`config.mk`:
```
export PLATFORM = sky130hd
export DESIGN_NAME = regfile_writeback_unit
export DESIGN_NICKNAME = d
export VERILOG_FILES = /design/src/rtl/regfile_writeback_unit.sv
export SDC_FILE = /design/constraint.sdc
export NUM_CORES = 1
export LEC_CHECK = 0
export CORE_MARGIN = 2
export CORE_UTILIZATION = 46
export CTS_BUF_LIST = sky130_fd_sc_hd__clkbuf_8
export DETAILED_ROUTE_END_ITERATION = 16
export GPL_TIMING_DRIVEN = 0
export PLACE_DENSITY = 0.85
export SYNTH_ARGS = -nofsm -noshare
export SYNTH_HDL_FRONTEND = slang
export SYNTH_SLANG_ARGS = --single-unit
```
`constraint.sdc`:
```
create_clock -name clk -period 3.7 [get_ports clk]
set_input_delay 0.37 -clock clk [delete_from_list [all_inputs] [get_ports clk]]
set_output_delay 0.37 -clock clk [all_outputs]
set_load 0.01 [all_outputs]
```
`src/rtl/regfile_writeback_unit.sv`:
```
// Register-file writeback: registered write port fed by the pipeline or by a small late-result FIFO.
// Optional WB_WAW_SQUASH_EN: a pipeline write invalidates queued late results to the same register.
module regfile_writeback_unit #(
  parameter int DATA_BITS    = 32,
  parameter int LINK_REG     = 31,
  parameter int QDEPTH       = 2,
  parameter int STARVE_LIMIT = 4,
  localparam int AB_W        = $clog2(DATA_BITS/8)
) (
  input  logic                 clk,
  input  logic                 rst,
  input  logic                 wb_valid,
  output logic                 wb_ready,
  input  logic [4:0]           rt,
  input  logic [4:0]           rd,
  input  logic                 RegDst,
  input  logic                 Jal,
  input  logic                 MemToReg,
  input  logic                 ExtrSigned,
  input  logic [1:0]           ExtrWord,
  input  logic [1:0]           LHToReg,
  input  logic [DATA_BITS-1:0] alu_out,
  input  logic [DATA_BITS-1:0] mem_out,
  input  logic [DATA_BITS-1:0] lo,
  input  logic [DATA_BITS-1:0] hi,
  input  logic [DATA_BITS-1:0] pc,
  input  logic [AB_W-1:0]      addr_byte,
  input  logic                 late_valid,
  output logic                 late_ready,
  input  logic [4:0]           late_idx,
  input  logic [DATA_BITS-1:0] late_data,
  output logic                 we,
  output logic [4:0]           W,
  output logic [DATA_BITS-1:0] Din
);

  localparam int PW = (QDEPTH > 1) ? $clog2(QDEPTH) : 1;
  localparam int CW = $clog2(QDEPTH + 1);
  localparam int SW = (STARVE_LIMIT > 0) ? $clog2(STARVE_LIMIT + 1) : 1;

  logic [4:0]           q_idx  [QDEPTH];
  logic [DATA_BITS-1:0] q_data [QDEPTH];
  logic [QDEPTH-1:0]    q_live;
  logic [PW-1:0]        rd_ptr, wr_ptr;
  logic [CW-1:0]        count;
  logic [SW-1:0]        starve_cnt;

  logic full, empty, accept, push, pop;

  assign full       = (count == CW'(QDEPTH));
  assign empty      = (count == '0);
  assign late_ready = !full;
  assign wb_ready   = (starve_cnt != SW'(STARVE_LIMIT));
  assign accept     = wb_valid && wb_ready;
  assign push       = late_valid && !full;
  // Queue is drained only in cycles the pipeline leaves the write port idle.
  assign pop        = !accept && !empty;

  function automatic logic [PW-1:0] next_ptr(input logic [PW-1:0] p);
    return (p == PW'(QDEPTH - 1)) ? '0 : p + PW'(1);
  endfunction

  // Memory extraction: shift the addressed lane down, mask, then sign/zero fill.
  logic [AB_W-1:0]      ext_off;
  logic [DATA_BITS-1:0] ext_mask, shifted, mem_ext;
  logic                 ext_msb, ext_zero;

  always_comb begin
    ext_off  = '0;
    ext_mask = '1;
    ext_zero = 1'b0;
    case (ExtrWord)
      2'd1: begin
        ext_off  = addr_byte;
        ext_mask = DATA_BITS'(8'hFF);
      end
      2'd2: begin
        ext_off  = addr_byte & ~AB_W'(1);
        ext_mask = DATA_BITS'(16'hFFFF);
      end
      2'd3: begin
        ext_off  = addr_byte & ~AB_W'(3);
        ext_mask = DATA_BITS'(32'hFFFF_FFFF);
        ext_zero = (DATA_BITS == 32);
      end
      default: begin
        ext_off  = '0;
        ext_mask = '1;
      end
    endcase
    shifted = mem_out >> {ext_off, 3'b000};
    // Top set bit of the mask marks the sign bit of the extracted field.
    ext_msb = |(shifted & (ext_mask ^ (ext_mask >> 1)));
    mem_ext = (shifted & ext_mask) | ((ExtrSigned && ext_msb) ? ~ext_mask : '0);
    if (ext_zero) mem_ext = '0;
  end

  logic [4:0]           w_sel;
  logic [DATA_BITS-1:0] din_sel;

  always_comb begin
    w_sel   = RegDst ? rd : rt;
    din_sel = alu_out;
    if (Jal) begin
      w_sel   = 5'(LINK_REG);
      din_sel = pc;
    end else if (MemToReg) begin
      din_sel = mem_ext;
    end else if (LHToReg != 2'd0) begin
      case (LHToReg)
        2'd1:    din_sel = lo;
        2'd2:    din_sel = hi;
        default: din_sel = '0;
      endcase
    end
  end

  always_ff @(posedge clk or posedge rst) begin
    if (rst) begin
      we  <= 1'b0;
      W   <= '0;
      Din <= '0;
    end else if (accept) begin
      we  <= (w_sel != 5'd0);
      W   <= w_sel;
      Din <= din_sel;
    end else if (pop) begin
      we  <= q_live[rd_ptr] && (q_idx[rd_ptr] != 5'd0);
      W   <= q_idx[rd_ptr];
      Din <= q_data[rd_ptr];
    end else begin
      we  <= 1'b0;
    end
  end

  always_ff @(posedge clk) begin
    if (push) begin
      q_idx[wr_ptr]  <= late_idx;
      q_data[wr_ptr] <= late_data;
    end
  end

  always_ff @(posedge clk or posedge rst) begin
    if (rst) begin
      q_live <= '0;
      rd_ptr <= '0;
      wr_ptr <= '0;
      count  <= '0;
    end else begin
`ifdef WB_WAW_SQUASH_EN
      if (accept) begin
        for (int i = 0; i < QDEPTH; i++) begin
          if (q_idx[i] == w_sel) q_live[i] <= 1'b0;
        end
      end
`endif
      // A fresh push overrides any squash of a stale slot it reuses.
      if (push) begin
        q_live[wr_ptr] <= 1'b1;
        wr_ptr         <= next_ptr(wr_ptr);
      end
      if (pop) rd_ptr <= next_ptr(rd_ptr);
      case ({push, pop})
        2'b10:   count <= count + CW'(1);
        2'b01:   count <= count - CW'(1);
        default: count <= count;
      endcase
    end
  end

  always_ff @(posedge clk or posedge rst) begin
    if (rst)                starve_cnt <= '0;
    else if (pop || empty)  starve_cnt <= '0;
    else if (accept)        starve_cnt <= starve_cnt + SW'(1);
  end

endmodule

```
# ---- Word-level counts from Yosys, hierarchy flattened
# Memories as Yosys holds them, arrays and structs flattened.
# Cells that the tools add are included.
dict set report classes {
  multipliers 0
  bitwise 6
  addsub 5
  reduce_logical 18
  mux 28
  div 0
  order_cmp 3
  shift 1
  n_eq_ne 9
}
# op n
set op_table {}
lappend op_table {{two-way mux 32 bit} 7}
lappend op_table {{case mux 32 bit (2 select lines)} 2}
lappend op_table {{AND 32 bit} 2}
lappend op_table {{inverter 32 bit} 1}
lappend op_table {{OR 32 bit} 1}
lappend op_table {{OR reduction 32 bit} 1}
lappend op_table {{>> shifter 32 x 5 -> 32 bit} 1}
lappend op_table {{XOR 32 x 31 -> 32 bit} 1}
lappend op_table {{two-way mux 5 bit} 4}
lappend op_table {{equality test 2 bit (second input constant)} 5}
lappend op_table {{two-way mux 1 bit} 10}
lappend op_table {{nonzero test 5 bit} 2}
lappend op_table {{case mux 2 bit (2 select lines)} 2}
lappend op_table {{nonzero test 2 bit} 4}
lappend op_table {{equality test 2 x 1 -> 1 bit (second input constant)} 3}
lappend op_table {{logical AND 1 bit} 6}
lappend op_table {{two-way mux 3 bit} 2}
lappend op_table {{less-than comparator 1 x 2 -> 1 bit (second input constant)} 2}
lappend op_table {{adder 3 x 1 -> 3 bit (second input constant)} 1}
lappend op_table {{logical NOT 1 bit} 3}
lappend op_table {{inequality test 3 bit (second input constant)} 1}
lappend op_table {{adder 1 bit (second input constant)} 2}
lappend op_table {{adder 2 x 1 -> 2 bit (second input constant)} 1}
lappend op_table {{logical NOT 2 bit} 1}
lappend op_table {{5 further kinds} 5}
dict set report word_totals {
  romBits 0
  regBits 47
  out_inout_bits 40
  ramBits 74
  input_bits 221
  word_cells 80
  latchBits 0
  memories 2
}
# name words word_bits rd rd_ports_with_merged_regs wr line_no
set mem_list {}
lappend mem_list {q_data 2 32 1 0 1 42} ;# logic [DATA_BITS-1:0] q_data [QDEPTH];
lappend mem_list {q_idx 2 5 1 0 1 41} ;# logic [4:0] q_idx [QDEPTH];

# ---- Depth between registers and ports, before layout
# Gate-level depths: netlist of run 1.
dict set report logic_depth {
  word_depth 12
  mapped_depth 9
  depth_no_buf 8
}

# ---- Least setup slack after synthesis of run 1
# OpenSTA, ideal clock, no wires.
dict set report synth_path {
  path_type {register -> register}
  start {register count[0]}
  end {memory q_data[0][0], enable pin}
  synth_period_minus_slack_ps 2737
  stages_incl_launch_ff 4
  setup_ps 432
  required_time_ps 3268
  path_buffers 0
  slack_ps 963
  arrival_time_ps 2305
  path_cell_list {dfrtp_1 > nand2b_1 > nand2_1 > nor2_1}
}
dict set report synth_between {
  elab_chain_len 5
}
# element line_no
set synth_rtl {}
lappend synth_rtl {{from (decl)} 45} ;# logic [CW-1:0] count;
lappend synth_rtl {{from (signal assigned)} 164} ;# 2'b10: count <= count + CW'(1);
lappend synth_rtl {{from (signal assigned)} 165} ;# 2'b01: count <= count - CW'(1);
lappend synth_rtl {{from (signal assigned)} 166} ;# default: count <= count;
lappend synth_rtl {{equality test 2 bit} 50} ;# assign full = (count == CW'(QDEPTH));
lappend synth_rtl {{logical NOT 1 bit} --}
lappend synth_rtl {{via late_ready} 29} ;# output logic late_ready,
lappend synth_rtl {{logical AND 1 bit} 55} ;# assign push = late_valid && !full;
lappend synth_rtl {{two-way mux 1 bit} 137} ;# if (push) begin
lappend synth_rtl {{two-way mux 1 bit (not written as such)} 139} ;# q_data[wr_ptr] <= late_data;
lappend synth_rtl {{to (decl)} 42}
# The timed path passes the listed nets, and every way through them passes these cells.

# ---- Worst setup path after layout of run 1
dict set report layout_path {
  start {input LHToReg[0]}
  end {register Din[15]}
}
dict set report layout_between {
  elab_chain_len 6
  word_cells_on_any_way 8
  classes_between {2 x eq/ne; 5 x mux; 1 x reduce/logical}
}
# element line_no
set layout_rtl {}
lappend layout_rtl {{from (decl)} 21} ;# input logic [1:0] LHToReg,
lappend layout_rtl {{equality test 2 bit / equality test 2 x 1 -> 1 bit (equally long branches)} 110} ;# case (LHToReg)
lappend layout_rtl {{case mux 32 bit (2 select lines)} 110}
lappend layout_rtl {{two-way mux 32 bit *} 109} ;# end else if (LHToReg != 2'd0) begin
lappend layout_rtl {{two-way mux 32 bit *} 107} ;# end else if (MemToReg) begin
lappend layout_rtl {{two-way mux 32 bit *} 104} ;# if (Jal) begin
lappend layout_rtl {{two-way mux 32 bit *} 123} ;# end else if (accept) begin
lappend layout_rtl {{to (signal assigned)} 126} ;# Din <= din_sel;
lappend layout_rtl {{to (signal assigned)} 130} ;# Din <= q_data[rd_ptr];
lappend layout_rtl {{to (decl)} 34} ;# output logic [DATA_BITS-1:0] Din
# Every way passes the cells marked *; elsewhere a longest branch is shown, timed or not.
# A chain may end at the register's enable or synchronous reset.

==> impl_table.tex, run 1 <==
\begin{tabular}{lr}
\hline
Metric & Value \\
\hline
\multicolumn{2}{l}{\textbf{GRT}} \\
GR Overflow Total & 0 \\
Number of global-route vias before repair & 6602 \\
Total global-route track usage & 0.316 \\
Maximum number of pins on one net before global-route repair & 36 \\
Wire length of the first global-routing pass & 37800 µm \\
Antenna violations before repair & 1 \\
\multicolumn{2}{l}{\textbf{Synthesis}} \\
Count of flip-flops with a built-in enable after synthesis & 74 \\
Async SR Flop Fraction & 0.388 \\
Gate count of the mapped netlist & 636 \\
Dominant cell type by area after synthesis & sky130\_fd\_sc\_hd\_\_edfxtp\_1 \\
Area share of the leading cell type in the synthesized netlist & 0.326 \\
Leading post-synthesis cells by instance count & sky130\_fd\_sc\_hd\_\_edfxtp\_1 (74), sky130\_fd\_sc\_hd\_\_nand2\_1 (62), sky130\_fd\_sc\_hd\_\_mux2i\_1 (55) \\
Part of the Yosys area used for sequential elements & 0.499 \\
Most common flop cell mapped by yosys & sky130\_fd\_sc\_hd\_\_edfxtp\_1 \\
Most repeated cell in the gate-level netlist after synthesis & sky130\_fd\_sc\_hd\_\_edfxtp\_1 \\
Synthesis Warnings & 0 \\
Net count of the mapped netlist & 867 \\
Top area cells in the synthesized netlist & sky130\_fd\_sc\_hd\_\_edfxtp\_1 (33\%), sky130\_fd\_sc\_hd\_\_dfrtp\_1 (17\%), sky130\_fd\_sc\_hd\_\_mux2i\_1 (8.1\%), sky130\_fd\_sc\_hd\_\_a22oi\_1 (4.6\%), sky130\_fd\_sc\_hd\_\_o21ai\_0 (4.0\%) \\
Netlist Area Pre-Place & 6810 µm² \\
Yosys reg bits & 121 \\
Cell variety after synth & 61 \\
Post-synthesis average cell area & 10.7 µm² \\
\multicolumn{2}{l}{\textbf{Critical path}} \\
Sort of element at the end of the critical path & flop \\
Maximum net fanout on the critical path & 9 \\
Library cell appearing most often on the critical path & sky130\_fd\_sc\_hd\_\_clkbuf\_1 \\
Worst EP arrival & 2.97 ns \\
Crit start category & primary input \\
Slowest CP cell & sky130\_fd\_sc\_hd\_\_clkdlybuf4s50\_1 \\
Required @ worst endpoint & 4.04 ns \\
Sequence of cells on the critical path & clkdlybuf4s50\_1 > inv\_1 > ha\_1 > clkbuf\_1 > nor2b\_1 > clkbuf\_1 > nand2\_1 > o21ai\_0 > a211oi\_1 > o311ai\_1 \\
Critical path class & primary input to flop \\
R2R setup slack & 1.15 ns \\
Max stage delay on crit path & 0.48 ns \\
\multicolumn{2}{l}{\textbf{Drt}} \\
DR iter-0 viols & 640 \\
Residual DRC & 0 \\
DR vias/cell & 6.04 \\
TritonRoute pass-1 iters & 5 \\
Final routed wire length divided by cell count & 22.8 µm \\
Post-route antenna net violation count & 0 \\
Routed via count & 6717 \\
Routed WL & 25400 µm \\
\multicolumn{2}{l}{\textbf{Clock tree}} \\
Clock latency at the later pin of the worst-skew pair & 0.44 ns \\
Clock tree from TritonCTS & built \\
CTS max path bufs & 2 \\
CTS buffer count & 17 \\
Clock transition at the registers of the reported paths & 0.08 ns \\
Hold bufs inserted after CTS & 0 \\
Library cell used as clock root buffer & sky130\_fd\_sc\_hd\_\_clkbuf\_8 \\
Clock sink count & 121 \\
Post-CTS resize count & 0 \\
Number of buffers inserted to repair setup after CTS & 0 \\
Total number of H-tree levels & 4 \\
\multicolumn{2}{l}{\textbf{Final layout}} \\
Count of placed standard cells in the final layout, fillers left out & 1113 \\
Fill cell instance count of the final layout & 1142 \\
Post-synthesis to final-layout area growth & 47.8\% \\
Ratio of cells with drive above 1 in the final layout & 0.0884 \\
Final Net Count & 1146 \\
\multicolumn{2}{l}{\textbf{Place}} \\
Number of port buffers & 257 \\
Routability cong. & 0.970 \\
Post-DP HPWL & 19600 µm \\
Number of cells in the design after placement & 1080 \\
Minimum setup slack after placement & 0.660 ns \\
\multicolumn{2}{l}{\textbf{Timing}} \\
Tightest slew margin relative to the limit & 0.427 \\
Achievable Freq & 0.380 GHz \\
Clock tree skew after final layout & 0.0101 ns \\
Total setup violations reported at the end of the flow & 0 \\
Final hold violation count & 0 \\
Worst setup slack after layout & 1.07 ns \\
WHS & 0.211 ns \\
Period utilisation layout & 0.712 \\
Final-layout setup total negative slack & 0 ns \\
Final max-slew violation count & 0 \\
Transition time of the tightest slew-check pin & 0.857 ns \\
Post-layout min period & 2.63 ns \\
Unrepaired setup endpoints after global routing & false \\
\multicolumn{2}{l}{\textbf{Die}} \\
Starting density of the core & 0.470 \\
IO Count & 261 \\
Rows & 44 \\
Die Width & 126 µm \\
Height of the die & 126 µm \\
Die Footprint & 15800 µm² \\
Core Footprint & 14500 µm² \\
\multicolumn{2}{l}{\textbf{Power and ir drop}} \\
Power per standard cell area & 540 nW/µm² \\
IR Drop Worst-Case VDD & 0.531 mV \\
Final Power & 5.44 mW \\
Reported leakage power & 3.73 nW \\
\multicolumn{2}{l}{\textbf{Flow run}} \\
Number of maximum-capacitance constraint violations & 0 \\
\multicolumn{2}{l}{\textbf{Worst hold path}} \\
Hold Path Class & primary input to async pin \\
\multicolumn{2}{l}{\textbf{Outcome}} \\
Outcome & finished clean \\
\hline
\end{tabular}
[flip-flops by register name, indices dropped and copies added (netlist names)]
register	cells
starve_cnt	3
wr_ptr	1
rd_ptr	1
q_idx	10
count	2
q_live	2
we	1
q_data	64
Din	32
W	5
[path summary, 6_finish.rpt]
| kind | start | endpoint | cells past startpoint |
|---|---|---|---|
| max | LHToReg[0] | Din[15] | 10 |
| min | rst | Din[0] | 2 |
| max reg2reg | count[0] | count[1] | 6 |
| min reg2reg | starve_cnt[0] | starve_cnt[0] | 1 |
| max in group asynchronous | rst | Din[15] | 3 |
| min in group clk | starve_cnt[0] | starve_cnt[0] | 1 |
[metrics by stage]
step	instance area, µm²	util
after floorplan	6810	-
after global placement	9610	0.664
after detailed placement	9680	0.669
after CTS	10100	0.695
after global routing	10100	0.695
final	10100	0.695
[layout make-up]
cell class,instances,area (µm²),area share
Multi-Input combinational cell,459,3200,0.317
Antenna cell,1,2.50,0.000249
Tap cell,184,230,0.0229
Buffer,47,191,0.0190
Timing Repair Buffer,260,2630,0.261
Inverter,9,33.8,0.00336
Clock buffer,17,234,0.0232
Sequential cell,121,3400,0.338
Clock inverter,15,150,0.0149
[cell usage in the layout, fill, tap and decap left out, drive strengths merged, types with 5 or more instances in the layout]
master	n
clkdlybuf4s50	257
edfxtp	74
nand2	64
mux2i	55
o21ai	55
clkbuf	53
dfrtp	47
a22oi	42
nor2	39
a21oi	28
nor3	22
a211oi	20
o211ai	16
mux2	15
buf	14
ha	10
inv	10
o311ai	9
o221ai	9
nor2b	8
a22o	8
clkinv	7
a2bb2oi	6
a221oi	5
clkinvlp	5
nand2b	5
[power breakdown]
| part | switching [mW] | internal [mW] |
|---|---|---|
| Clock | 0.572 | 0.595 |
| Sequential | 0.205 | 1.84 |
| Combinational | 1.19 | 1.04 |
| Total | 1.96 | 3.47 |
[critical path: cells and delay by family]
kind	cells	cell delay (ns)
AND/OR/NAND/NOR	2	0.52
adder cells (fa/ha/maj)	1	0.19
buffers and inverters	4	1.07
AO/OA/AOI/OAI	3	0.82
[layer usage]
metal,track usage,part of all wire,vias to the layer above
li1,-,-,3010
met1,0.401,0.37,3171
met2,0.519,0.48,470
met3,0.0782,0.11,66
met4,0.138,0.037,0
met5,0,0,-
[cells by family (layout without fill, tap and decap cells)]
group	after synthesis	count (layout)	synth area share
AO/OA/AOI/OAI	218	218	0.229
XOR/XNOR	6	6	0.00772
adder cells (fa/ha/maj)	10	10	0.0184
buffers and inverters	56	348	0.0331
flip-flops	121	121	0.499
multiplexers	70	70	0.106
other	0	1	0
AND/OR/NAND/NOR	155	155	0.107
Note: power is estimated with default switching activity, not from simulation.
==> inputs of run 2 (changes only) <==
- CORE_UTILIZATION: 46 -> 41
- PLACE_DENSITY: 0.85 -> 0.81
- clock period: 3.7 -> 2.28 ns (I/O delays scaled with it)
==> run 2 against run 1 <==
Final area increased by 2.5%. Clock skew about the same. Worst setup slack lost 1.0 ns. Critical path type unchanged. First-iteration DRC count down 16%. Clock power is 79% higher.
==> impl_table.tex, run 2 (synthesis gave the netlist of run 1 again) <==
\begin{tabular}{lr}
\hline
Metric & Value \\
\hline
\multicolumn{2}{l}{\textbf{Drt}} \\
Final routed wire length divided by cell count & 22.4 µm \\
DR iter-0 viols & 540 \\
Amount of wire on met2 after detailed routing & 12200 µm \\
Post-route antenna net violation count & 0 \\
TritonRoute pass-1 iters & 7 \\
Routed WL & 25800 µm \\
Routed wl met3 & 2440 µm \\
DR vias/cell & 5.77 \\
Residual DRC & 0 \\
Routed via count & 6662 \\
Max layer used & met5 \\
Post-Route M1 WL & 10300 µm \\
\multicolumn{2}{l}{\textbf{Critical path}} \\
Worst EP arrival & 2.55 ns \\
Max stage delay on crit path & 0.58 ns \\
Worst path top cell family by delay & buffers and inverters \\
Sequence of cells on the critical path & clkdlybuf4s50\_1 > inv\_1 > ha\_1 > buf\_2 > nand2\_4 > buf\_4 > mux2i\_2 > nor2\_1 > a21oi\_1 > a221oi\_2 \\
Maximum net fanout on the critical path & 10 \\
Required @ worst endpoint & 2.58 ns \\
Worst Path Buf+Inv & 4 \\
Crit start category & primary input \\
Sort of element at the end of the critical path & flop \\
Critical path class & primary input to flop \\
Slowest CP cell & sky130\_fd\_sc\_hd\_\_clkdlybuf4s50\_1 \\
\multicolumn{2}{l}{\textbf{GRT}} \\
Antenna violations before repair & 4 \\
Maximum number of pins on one net before global-route repair & 40 \\
GR Overflow Total & 0 \\
Total global-route track usage & 0.290 \\
Wire length of the first global-routing pass & 38100 µm \\
Number of global-route vias before repair & 6614 \\
\multicolumn{2}{l}{\textbf{Final layout}} \\
Top register by number of flip-flops & q\_data \\
Regs by FF count & q\_data: 64 flops, Din: 32 flops, q\_idx: 10 flops \\
Post-synthesis to final-layout area growth & 51.6\% \\
Flip-flop count of the largest register, all copies and words added & 64 \\
Fraction of the core area covered by cells at the end of the flow & 0.629 \\
Ratio of cells with drive above 1 in the final layout & 0.113 \\
Final Net Count & 1150 \\
Commonest cells after routing, fill and taps aside & sky130\_fd\_sc\_hd\_\_clkdlybuf4s50\_1 (257), sky130\_fd\_sc\_hd\_\_edfxtp\_1 (74), sky130\_fd\_sc\_hd\_\_nand2\_1 (62) \\
Final Instance Area & 10300 µm² \\
Commonest non-fill, non-tap cell in the layout & sky130\_fd\_sc\_hd\_\_clkdlybuf4s50\_1 \\
\multicolumn{2}{l}{\textbf{Clock tree}} \\
Clock latency at the later pin of the worst-skew pair & 0.44 ns \\
CTS max path bufs & 2 \\
Total number of H-tree levels & 4 \\
CTS buffer count & 17 \\
Clock transition at the registers of the reported paths & 0.07 ns \\
Clock sink count & 121 \\
Clock tree from TritonCTS & built \\
Library cell used as clock root buffer & sky130\_fd\_sc\_hd\_\_clkbuf\_8 \\
Hold bufs inserted after CTS & 0 \\
\multicolumn{2}{l}{\textbf{Timing}} \\
Tightest slew margin relative to the limit & 0.446 \\
WHS & 0.0310 ns \\
Worst setup slack after layout & 0.0344 ns \\
Final hold violation count & 0 \\
Post-layout min period & 2.25 ns \\
Achievable Freq & 0.445 GHz \\
Transition time of the tightest slew-check pin & 0.827 ns \\
Unrepaired setup endpoints after global routing & true \\
Clock tree skew after final layout & 0.0105 ns \\
Period utilisation layout & 0.985 \\
Total setup violations reported at the end of the flow & 0 \\
Final max-slew violation count & 0 \\
\multicolumn{2}{l}{\textbf{Flow run}} \\
Number of maximum-capacitance constraint violations & 0 \\
\multicolumn{2}{l}{\textbf{Die}} \\
Die Footprint & 17700 µm² \\
Height of the die & 133 µm \\
Die Width & 133 µm \\
Core Footprint & 16400 µm² \\
IO Count & 261 \\
Starting density of the core & 0.415 \\
Rows & 47 \\
\multicolumn{2}{l}{\textbf{Outcome}} \\
Outcome & finished clean \\
\multicolumn{2}{l}{\textbf{Power and ir drop}} \\
IR Drop Worst-Case VDD & 0.566 mV \\
Final Power & 9.05 mW \\
Reported leakage power & 3.83 nW \\
Power per standard cell area & 877 nW/µm² \\
\multicolumn{2}{l}{\textbf{Place}} \\
Placed cell areas & 9730 µm² \\
Number of port buffers & 257 \\
Routability cong. & 0.974 \\
Minimum setup slack after placement & -0.781 ns \\
Post-DP HPWL & 20000 µm \\
\multicolumn{2}{l}{\textbf{Worst hold path}} \\
Hold Path Class & primary input to async pin \\
\hline
\end{tabular}
[run 2: cell types whose count changed in the layout (fill, tap and decap cells not counted), sizes merged]
| cell | change |
|---|---|
| buf | +5 |
| bufinv | +2 |
| diode | +1 |
| clkinvlp | -3 |
[run 2: worst register-to-register path, delay by kind of cell, from the launching register on]
kind,cells,cell delay (ns)
compound gates,3,0.69
flops,1,0.39
buf+inv,2,0.36
simple gates,2,0.36
fa+ha+maj,1,0.24
[run 2: layer usage]
layer / vias up / GRT usage
li1: 3020 / -
met1: 3183 / 0.373
met2: 402 / 0.471
met3: 55 / 0.0736
met4: 2 / 0.111
met5: - / 0
[run 2: power breakdown]
group	switching (mW)	internal (mW)	total, mW
Combinational	1.92	1.72	3.64
Sequential	0.332	2.99	3.32
Clock	0.880	1.21	2.09
Total	3.13	5.92	9.05
[run 2: through the flow]
step                cells  setup TNS, ns
floorplan             636              0
global placement     1113         -54.53
detailed placement   1116         -15.43
CTS                  1152              0
global route         1154         -0.138
finish               1154              0
[run 2: timing repair]
action | 4_1_cts | 5_1_grt
endpoints found under the setup margin | 22 | 36
setup buffers | 4 | 0
pin swaps | 3 | 0
resized for setup | 15 | 28
[run 2: cell type report]
type                            instances  area (µm²)
Buffer                                 47         210
Clock inverter                         14         179
Multi-Input combinational cell        459        3280
Antenna cell                            2        5.00
Clock buffer                           18         248
Tap cell                              220         275
Inverter                                9        33.8
Sequential cell                       121        3400
Fill cell                            1368        6080
Timing Repair Buffer                  264        2700
[run 2: worst paths after layout]
kind | startpoint | end | slack (ns) | cells past startpoint
min | rst | W[3] | 0.03 | 2
max | ExtrWord[1] | Din[17] | 0.03 | 10
max in group asynchronous | rst | Din[16] | 1.73 | 3
max reg2reg | starve_cnt[0] | Din[2] | 0.11 | 8
min in group clk | RegDst | W[0] | 0.33 | 3
min reg2reg | q_live[0] | q_live[0] | 0.47 | 1
